File: config.mk
export PLATFORM = sky130hd
export DESIGN_NAME = display_arbiter
export DESIGN_NICKNAME = d
export VERILOG_FILES = /design/src/rtl/display_arbiter.sv
export SDC_FILE = /design/constraint.sdc
export NUM_CORES = 1
export LEC_CHECK = 0
export ABC_AREA = 1
export BUFFER_PORTS_ARGS = -buffer_cell sky130_fd_sc_hd__buf_2
export CORE_ASPECT_RATIO = 1.2
export CORE_MARGIN = 2
export CORE_UTILIZATION = 30
export CTS_CLUSTER_DIAMETER = 40
export DETAILED_ROUTE_END_ITERATION = 10
export PLACE_DENSITY = 0.59
export SLEW_MARGIN = 20
export SYNTH_ARGS = -nofsm -noshare
export SYNTH_HDL_FRONTEND = slang
export SYNTH_SLANG_ARGS = --single-unit
File: constraint.sdc
create_clock -name clk -period 5 [get_ports clk]
set_input_delay 1 -clock clk [delete_from_list [all_inputs] [get_ports clk]]
set_output_delay 1 -clock clk [all_outputs]
set_load 0.05 [all_outputs]
File: src/rtl/display_arbiter.sv
// Priority display arbiter with minimum hold time before preemption and optional blink gating.
// Define DISPLAY_ARBITER_BLINK_EN to include the blink counter and per-requester blink blanking.
module display_arbiter #(
   parameter int unsigned HOLD_TICKS  = 50000,
   parameter int unsigned BLINK_TICKS = 25000000
) (
   input  logic        clk,
   input  logic        Nreset,
   input  logic [2:0]  req,
   input  logic [31:0] data0,
   input  logic [31:0] data1,
   input  logic [31:0] data2,
   input  logic [2:0]  blink_en,
   output logic [2:0]  grant,
   output logic [31:0] to_display,
   output logic        blank,
   output logic        switch_pulse
);

   localparam int HW = $clog2(HOLD_TICKS + 1);
   typedef logic [HW-1:0] hold_t;
   localparam hold_t HOLD_LAST = hold_t'(HOLD_TICKS - 1);

   typedef enum logic [1:0] {IDLE, LOCKED, OPEN} state_t;

   state_t      state_q, state_d;
   logic [2:0]  grant_q, grant_d;
   hold_t       holdCnt_q, holdCnt_d;
   logic [31:0] toDisplay_q, toDisplay_d;
   logic        blank_q, blank_d;
   logic        switchPulse_q, switchPulse_d;
   logic [2:0]  highReq;
   logic        blinkBlank;

   always_comb begin
      highReq = 3'b000;
      if (req[2])      highReq = 3'b100;
      else if (req[1]) highReq = 3'b010;
      else if (req[0]) highReq = 3'b001;
   end

`ifdef DISPLAY_ARBITER_BLINK_EN
   localparam int BW = $clog2(BLINK_TICKS + 1);
   typedef logic [BW-1:0] blink_t;
   localparam blink_t BLINK_LAST = blink_t'(BLINK_TICKS - 1);

   blink_t blinkCnt_q;
   logic   phase_q;

   // Free-running half-period counter; phase 1 means the digits are visible.
   always_ff @(posedge clk or negedge Nreset) begin
      if (!Nreset) begin
         blinkCnt_q <= '0;
         phase_q    <= 1'b1;
      end else if (blinkCnt_q == BLINK_LAST) begin
         blinkCnt_q <= '0;
         phase_q    <= ~phase_q;
      end else begin
         blinkCnt_q <= blinkCnt_q + 1'b1;
      end
   end

   assign blinkBlank = (|(blink_en & grant_q)) & ~phase_q;
`else
   localparam int unsigned unusedBlinkTicks = BLINK_TICKS;
   logic unusedBlinkEn;
   assign unusedBlinkEn = ^blink_en;
   assign blinkBlank    = 1'b0;
`endif

   // Owner release or an allowed preemption both pick the highest live request in one step.
   always_comb begin
      state_d   = state_q;
      grant_d   = grant_q;
      holdCnt_d = holdCnt_q;
      case (state_q)
         IDLE: begin
            if (|req) begin
               grant_d   = highReq;
               holdCnt_d = '0;
               state_d   = LOCKED;
            end
         end
         default: begin
            if (((req & grant_q) == 3'b000) || ((state_q == OPEN) && (highReq > grant_q))) begin
               grant_d   = highReq;
               holdCnt_d = '0;
               state_d   = (|req) ? LOCKED : IDLE;
            end else if (state_q == LOCKED) begin
               if (holdCnt_q == HOLD_LAST) state_d = OPEN;
               else                        holdCnt_d = holdCnt_q + 1'b1;
            end
         end
      endcase
   end

   // Display data lags the grant by one cycle but blanks immediately on entering idle.
   always_comb begin
      switchPulse_d = (grant_d != grant_q);
      toDisplay_d   = 32'hFFFF_FFFF;
      blank_d       = 1'b1;
      if ((grant_q != 3'b000) && (grant_d != 3'b000)) begin
         blank_d = blinkBlank;
         case (grant_q)
            3'b001:  toDisplay_d = data0;
            3'b010:  toDisplay_d = data1;
            3'b100:  toDisplay_d = data2;
            default: toDisplay_d = 32'hFFFF_FFFF;
         endcase
      end
   end

   always_ff @(posedge clk or negedge Nreset) begin
      if (!Nreset) begin
         state_q       <= IDLE;
         grant_q       <= 3'b000;
         holdCnt_q     <= '0;
         toDisplay_q   <= 32'hFFFF_FFFF;
         blank_q       <= 1'b1;
         switchPulse_q <= 1'b0;
      end else begin
         state_q       <= state_d;
         grant_q       <= grant_d;
         holdCnt_q     <= holdCnt_d;
         toDisplay_q   <= toDisplay_d;
         blank_q       <= blank_d;
         switchPulse_q <= switchPulse_d;
      end
   end

   assign grant        = grant_q;
   assign to_display   = toDisplay_q;
   assign blank        = blank_q;
   assign switch_pulse = switchPulse_q;

endmodule

==> impl_results.md, run 1 <==
* First-pass GRT wire length at around 16 mm
* Yosys cell types at 34
* Post-route insts no fill at between 600 and 700
* Reg-to-Reg End: to_display[18]
* Syn Std Cell Area at 0.00335 sq mm
* # diodes at 0
* Setup CP Type: in -> reg
* Minimum clock period at approximately 3 ns
* Sequential-to-total area share from yosys stat at 0.423
* Internal power at 0.00133 W
* Nets at 618
* Clock transition at path regs at roughly 0.07 ns
* # rows at 42
* Slowest library cell on the worst path: nand3_4
* Number of global-route vias before repair at 3,341
* Clock net sink count at 55
* IO buf count at between 100 and 150
* HP Class: reg -> reg
* Initial antenna violation count at 0
* Mapped Nets at about 500
* Top cell family by delay on the critical path: simple AND/OR/NAND/NOR gates
* Placed cells at approximately 640
* Crit path largest cell delay at around 0.33 ns
* DRC Markers at 0
* Setup TNS at 0 ns
* Pre-Repair DR Iteration Count at 5
* DR WL/cell at 15.0 microns
* Reg-to-Reg Start: grant[2]
* Setup bufs post-CTS at 0
* Net Switching at between 0.001 and 0.0015 W
* Final WL at a little under 10 mm
* Switch share at 0.506
* Unrepaired setup endpoints after global routing: no
* #FFs+latches synth at 55
* LEAKAGE at 1.85 nW
* Crit start category: input pin
* Hold Path Origin: holdCnt_q[1]
* Via count at around 3,400
* # H-tree levels at 2
* Vias per cell at around 5.3
* CTS max path bufs at 2
* Slew HR at 0.531
* MaxCap Viol Count at 0
* Worst path bufs/invs at 4
* Fin crit share at 0.598
* Area of the core at 0.0110 sq mm
* Reg power frac at 0.266
* Clock power frac at 0.129
* DP Wirelength at a little over 7 mm
* Critical-path cell list: buf_2 > nor2_1 > inv_1 > nor2_1 > inv_1 > ha_1 > inv_1 > nor2_1 > nor2_2 > nand2_4 > nand2_2 > nand2_1 > nand3_1 > nand2_1 > nand3_4 > nand3_1
* Hold Path End: holdCnt_q[1]
* # resized after CTS at 0
* Layout Skew at 0.00288 ns
* Max frequency at ~0.33 GHz
* Avg Synthesized Cell Area at 8.66 sq um
* DIE WIDTH at about 100 microns
* CTS tree: done
* Syn. warnings at 0
* Share of layout cells above drive strength 1 at 0.407
* WHS Path Cells at 2
* Die area at roughly 0.012 sq mm
* Hold Violations, Final at 0
* Worst r2r path cells at 12
* Comb pwr share at 0.606
* Clk_lat worst skew at between 0.2 and 0.3 ns
* Post-CTS Hold Buffers at 0
* Die height at 120 microns
* Routability cong. at 0.881
* DRT antenna net count at 0
* Worst slew pin tran at about 0.70 ns
* Crit end category: flop
* Cell count after synthesis at 387
* Root buffer cell: clkbuf_16
* Slew Viols, Final at 0
* Initial Util at 0.305
* Reg-to-reg setup timing slack at around 2.4 ns
* GRT overflow at 0
* Max Fanout on Critical Path at 33
* Total Power at between 0.002 and 0.003 W
* Finish-stage setup viols at 0
* Worst EP arrival at roughly 3.2 ns
* Largest net degree at the start of global routing at 56
* P&R area growth vs syn at 27.4%
* CP required at roughly 5.2 ns
* Num CTS Buffers at 5
* Starting DRT DRC Count at 244
* Overall global routing resource usage at 0.163
* Outcome: completed
* VDD IR-drop max at about 0.35 mV
* IO Count at 141
* Pwr Density at ~630 mW/mm^2
-- metrics by stage --
step,setup WS (ns),util,cell area (sq um),hold WS [ns]
final,2.01,0.389,4270,0.547
after floorplan,2.43,-,3350,0.489
after detailed placement,1.70,0.376,4130,0.535
after global placement,1.67,0.375,4120,0.518
after global routing,1.69,0.389,4270,0.570
after CTS,2.01,0.389,4270,0.554
-- worst max-delay path by stage --
stage          depth (start not counted)  startpoint              to  slack, ns
2_1_floorplan                         14      req[1]  to_display[22]       2.43
3_3_place_gp                          16      req[1]  to_display[14]       1.67
3_5_place_dp                          16      req[1]  to_display[23]       1.70
4_1_cts                               16      req[1]  to_display[23]       2.01
5_1_grt                               16      req[2]  to_display[18]       1.69
6_report                              16      req[2]  to_display[18]       2.01
-- sequential cells by signal, indices dropped and copies added, names as in the netlist --
| signal | cells |
|---|---|
| grant | 3 |
| switch_pulse | 1 |
| blank | 1 |
| holdCnt_q | 16 |
| to_display | 32 |
| state_q | 2 |
-- cell usage in the layout (no fill, tap or decap), types with 4 or more instances in the layout --
master     count
buf_2        137
nand2_1       58
nand3_1       52
dfstp_2       33
a32o_1        32
a211oi_1      32
nor2_1        29
dfrtp_1       22
inv_1         19
o21ai_0       14
nor3_1        10
xor2_1         8
inv_2          6
nand2_2        6
nand4_1        6
a21oi_1        5
clkbuf_16      5
buf_4          5
nand3_2        4
ha_1           4
-- per-layer routing --
layer,vias to the layer above,share of wire,GRT usage,wire [microns]
met5,-,0,0,0
met1,1592,0.41,0.201,3950
li1,1646,-,-,-
met4,0,0.021,0.0582,201
met3,13,0.063,0.0355,610
met2,136,0.51,0.279,4860
-- power groups by stage --
stage	logic (W)	clock network (W)	registers, W
after global placement	0.00159	0	0.000721
after global routing	0.00178	0.000378	0.000731
after detailed placement	0.00163	0	0.000723
after floorplan	0.000916	0	0.00109
after CTS	0.00163	0.000358	0.000717
final	0.00163	0.000346	0.000714
-- synthesized netlist by cell type --
| cell type | count | share of area |
|---|---|---|
| buf_4 | 1 | 0.0022 |
| nor3b_2 | 1 | 0.0037 |
| nand3b_1 | 1 | 0.0022 |
| o21ai_4 | 1 | 0.0049 |
| nor2_2 | 2 | 0.0037 |
| or3_1 | 1 | 0.0019 |
| inv_1 | 19 | 0.021 |
| ha_1 | 4 | 0.015 |
| nand2_1 | 59 | 0.066 |
| buf_2 | 3 | 0.0045 |
| nor4_1 | 2 | 0.0037 |
| o21ai_2 | 1 | 0.0026 |
| nand2_4 | 1 | 0.0034 |
| nand2_2 | 5 | 0.0093 |
| xor2_1 | 8 | 0.021 |
| nand4_1 | 6 | 0.011 |
| dfrtp_1 | 22 | 0.16 |
| nand3_2 | 4 | 0.012 |
| clkbuf_1 | 18 | 0.020 |
| o21ai_1 | 3 | 0.0045 |
| xnor2_1 | 2 | 0.0052 |
| nand3_1 | 52 | 0.078 |
| a211oi_1 | 32 | 0.072 |
| inv_2 | 6 | 0.0067 |
| nor2_1 | 30 | 0.034 |
| nand3_4 | 1 | 0.0052 |
| a32o_1 | 32 | 0.096 |
| o21ai_0 | 14 | 0.021 |
| nor3_2 | 2 | 0.0060 |
| dfstp_2 | 33 | 0.26 |
| buf_6 | 5 | 0.017 |
| o221ai_1 | 1 | 0.0026 |
| nor3_1 | 10 | 0.015 |
| a21oi_1 | 5 | 0.0075 |
-- logic make-up after synthesis --
logic type | synth area share
AO/OA/AOI/OAI | 0.210
adder cells (fa/ha/maj) | 0.0149
buffers and inverters | 0.0716
flip-flops | 0.423
XOR/XNOR | 0.0261
AND/OR/NAND/NOR | 0.254
-- worst min-delay path, cell delays in order (launching register included) --
cell     delay, ns
dfrtp_1       0.40
nand2_1       0.07
nand2_1       0.05
-- final cells by class --
type	instances	area (sq um)
Multi-Input combinational cell	280	1720
Sequential cell	55	1420
Tap cell	132	165
Inverter	25	93.8
Fill cell	1095	6710
Clock inverter	1	8.76
Timing Repair Buffer	143	734
Clock buffer	7	133
Note: power is estimated with default switching activity, not from simulation.
==> inputs of run 2 (changes only) <==
==> constraint.sdc (replaced) <==
create_clock -name clk -period 3.1 [get_ports clk]
set_input_delay 0.62 -clock clk [delete_from_list [all_inputs] [get_ports clk]]
set_output_delay 0.62 -clock clk [all_outputs]
set_load 0.05 [all_outputs]
==> run 2 against run 1 <==
Final cell count up 0.47%. Power up 65%. Non-clock buffer count up 3. Global-route usage down 0.34 points. Cell area up 1.0%. Routed wire length down 0.96%. Sequential cell count unchanged. Critical endpoint is now to_display[21]. Largest cell class unchanged. Highest routed layer unchanged.
==> impl_results.md, run 2 (synthesis gave the netlist of run 1 again) <==
* Largest register FFs at 32 (unchanged)
* Slew HR at 0.630 (+0.0983)
* Num CTS Buffers at 5 (unchanged)
* First-pass GRT wire length at 15.5 mm (-2.2%)
* DRT antenna net count at 0 (unchanged)
* CTS tree: done
* Unrepaired setup endpoints after global routing: no
* Initial antenna violation count at 0 (unchanged)
* Register area at 0.00142 sq mm (unchanged)
* Die area at 0.0120 sq mm (unchanged)
* Initial Util at 0.305 (unchanged)
* Die height at 120 microns (unchanged)
* Pwr Density at 1030 mW/mm^2 (+63%)
* Starting DRT DRC Count at 176 (-28%)
* Slew Viols, Final at 0 (unchanged)
* CTS max path bufs at 2 (unchanged)
* Slowest library cell on the worst path: nand3_4
* Final WL at 9.52 mm (-0.96%)
* Area of the core at 0.0110 sq mm (unchanged)
* Worst path bufs/invs at 4 (unchanged)
* Hold Violations, Final at 0 (unchanged)
* IO buf count at 137 (unchanged)
* Number of global-route vias before repair at 3,235 (-3.2%)
* Vias per cell at 5.20 (-1.2%)
* Max frequency at slightly above 0.4 GHz
* Clock net sink count at 55 (unchanged)
* Critical-path cell list: buf_2 > nor2_1 > inv_1 > nor2_1 > inv_1 > ha_1 > inv_1 > nor2_1 > nor2_2 > nand2_4 > nand2_2 > nand2_1 > nand3_1 > nand2_1 > nand3_4 > nand3_1
* VDD IR-drop max at 0.483 mV (+39%)
* CP required at 3.32 ns (-1.89 ns)
* Root buffer cell: clkbuf_16
* Crit start category: input pin
* # resized after CTS at 0 (unchanged)
* Most frequent cells in the layout: buf_2 (137), nand2_1 (59), nand3_1 (52)
* Share of layout cells above drive strength 1 at 0.411 (+0.00346)
* Via count at 3,362 (-0.74%)
* Setup TNS at 0 ns (unchanged)
* Pre-Repair DR Iteration Count at 6 (+1)
* Worst hold slack at 0.251 ns (-0.296 ns)
* Layout Skew at 0.00377 ns (+0.000897 ns)
* Clk_lat worst skew at 0.29 ns (about the same)
* Overall global routing resource usage at 0.160 (-0.00340)
* Outcome: completed
* Commonest non-fill, non-tap cell in the layout: buf_2
* # diodes at 0 (unchanged)
* Setup CP Type: in -> reg
* Fin crit share at 0.789
* Worst EP arrival at 2.67 ns (-0.54 ns)
* Worst slew pin tran at 0.555 ns (-0.146 ns)
* DR WL/cell at 14.7 microns (-1.4%)
* IO Count at 141 (unchanged)
* Crit end category: flop
* GRT overflow at 0 (unchanged)
* # H-tree levels at 2 (unchanged)
* Clock transition at path regs at 0.07 ns (about the same)
* LEAKAGE at 1.88 nW (+1.4%)
* DIE WIDTH at 101 microns (unchanged)
* P&R area growth vs syn at 28.7%
* Minimum clock period at 2.45 ns
* DRC Markers at 0 (unchanged)
* Routability cong. at 0.882 (+0.16%)
* Largest net degree at the start of global routing at 40 (-29%)
* DP Wirelength at 7.28 mm (+3.2%)
* Reg-to-reg setup timing slack at 0.78 ns (-1.65 ns)
* Finish-stage setup viols at 0 (unchanged)
* Fill count at 1,105 (+0.91%)
* Nets at 621 (+0.49%)
* HP Class: in -> async
* Multi-input combinational cell area at 0.00172 sq mm (-0.15%)
* # rows at 42 (unchanged)
* MaxCap Viol Count at 0 (unchanged)
* Top cell family by delay on the critical path: simple AND/OR/NAND/NOR gates
* Crit path largest cell delay at 0.33 ns (about the same)
* Total Power at 0.00442 W (+65%)
* Post-CTS Hold Buffers at 0 (unchanged)
* Max Fanout on Critical Path at 33 (unchanged)
* Setup bufs post-CTS at 0 (unchanged)
[run 2: changes by cell type in the layout (fill, tap and decap cells not counted), sizes merged]
cell	previous run	this run
clkbuf	7	6
bufinv	0	1
buf	143	146
[run 2: path summary, 6_finish.rpt]
path,from,to,depth (start not counted)
setup / recovery,req[1],to_display[21],16
hold / removal,Nreset,state_q[0],1
setup reg to reg,grant[2],to_display[21],10
hold reg to reg,holdCnt_q[1],holdCnt_q[1],2
max in group asynchronous,Nreset,to_display[31],2
min in group clk,holdCnt_q[1],holdCnt_q[1],2
[run 2: power breakdown]
| group | switching (W) | internal [W] | total, W |
|---|---|---|---|
| combinational | 0.00184 | 0.000804 | 0.00264 |
| sequential | 0.000106 | 0.00104 | 0.00114 |
| clock | 0.000251 | 0.000384 | 0.000635 |
[run 2: metal layers]
metal / GRT usage / part of all wire
met1: 0.196 / 0.41
met5: 0 / 0
met2: 0.268 / 0.49
met4: 0.0642 / 0.025
met3: 0.0390 / 0.080
[run 2: final cells by class]
cell class                      count  share of cell area
Clock buffer                        6              0.0299
Clock inverter                      2             0.00899
Inverter                           25              0.0218
Multi-Input combinational cell    280               0.398
Sequential cell                    55               0.329
Tap cell                          132              0.0383
Timing Repair Buffer              146               0.175
[run 2: per-stage QoR]
| step | cells | worst slack, ns | utilization | area [sq um] |
|---|---|---|---|---|
| after floorplan | 387 | 0.710 | - | 3350 |
| after global placement | 638 | 0.376 | 0.378 | 4150 |
| after detailed placement | 638 | 0.359 | 0.378 | 4150 |
| after CTS | 646 | 0.659 | 0.393 | 4310 |
| after global routing | 646 | 0.373 | 0.393 | 4310 |
| final | 646 | 0.654 | 0.393 | 4310 |
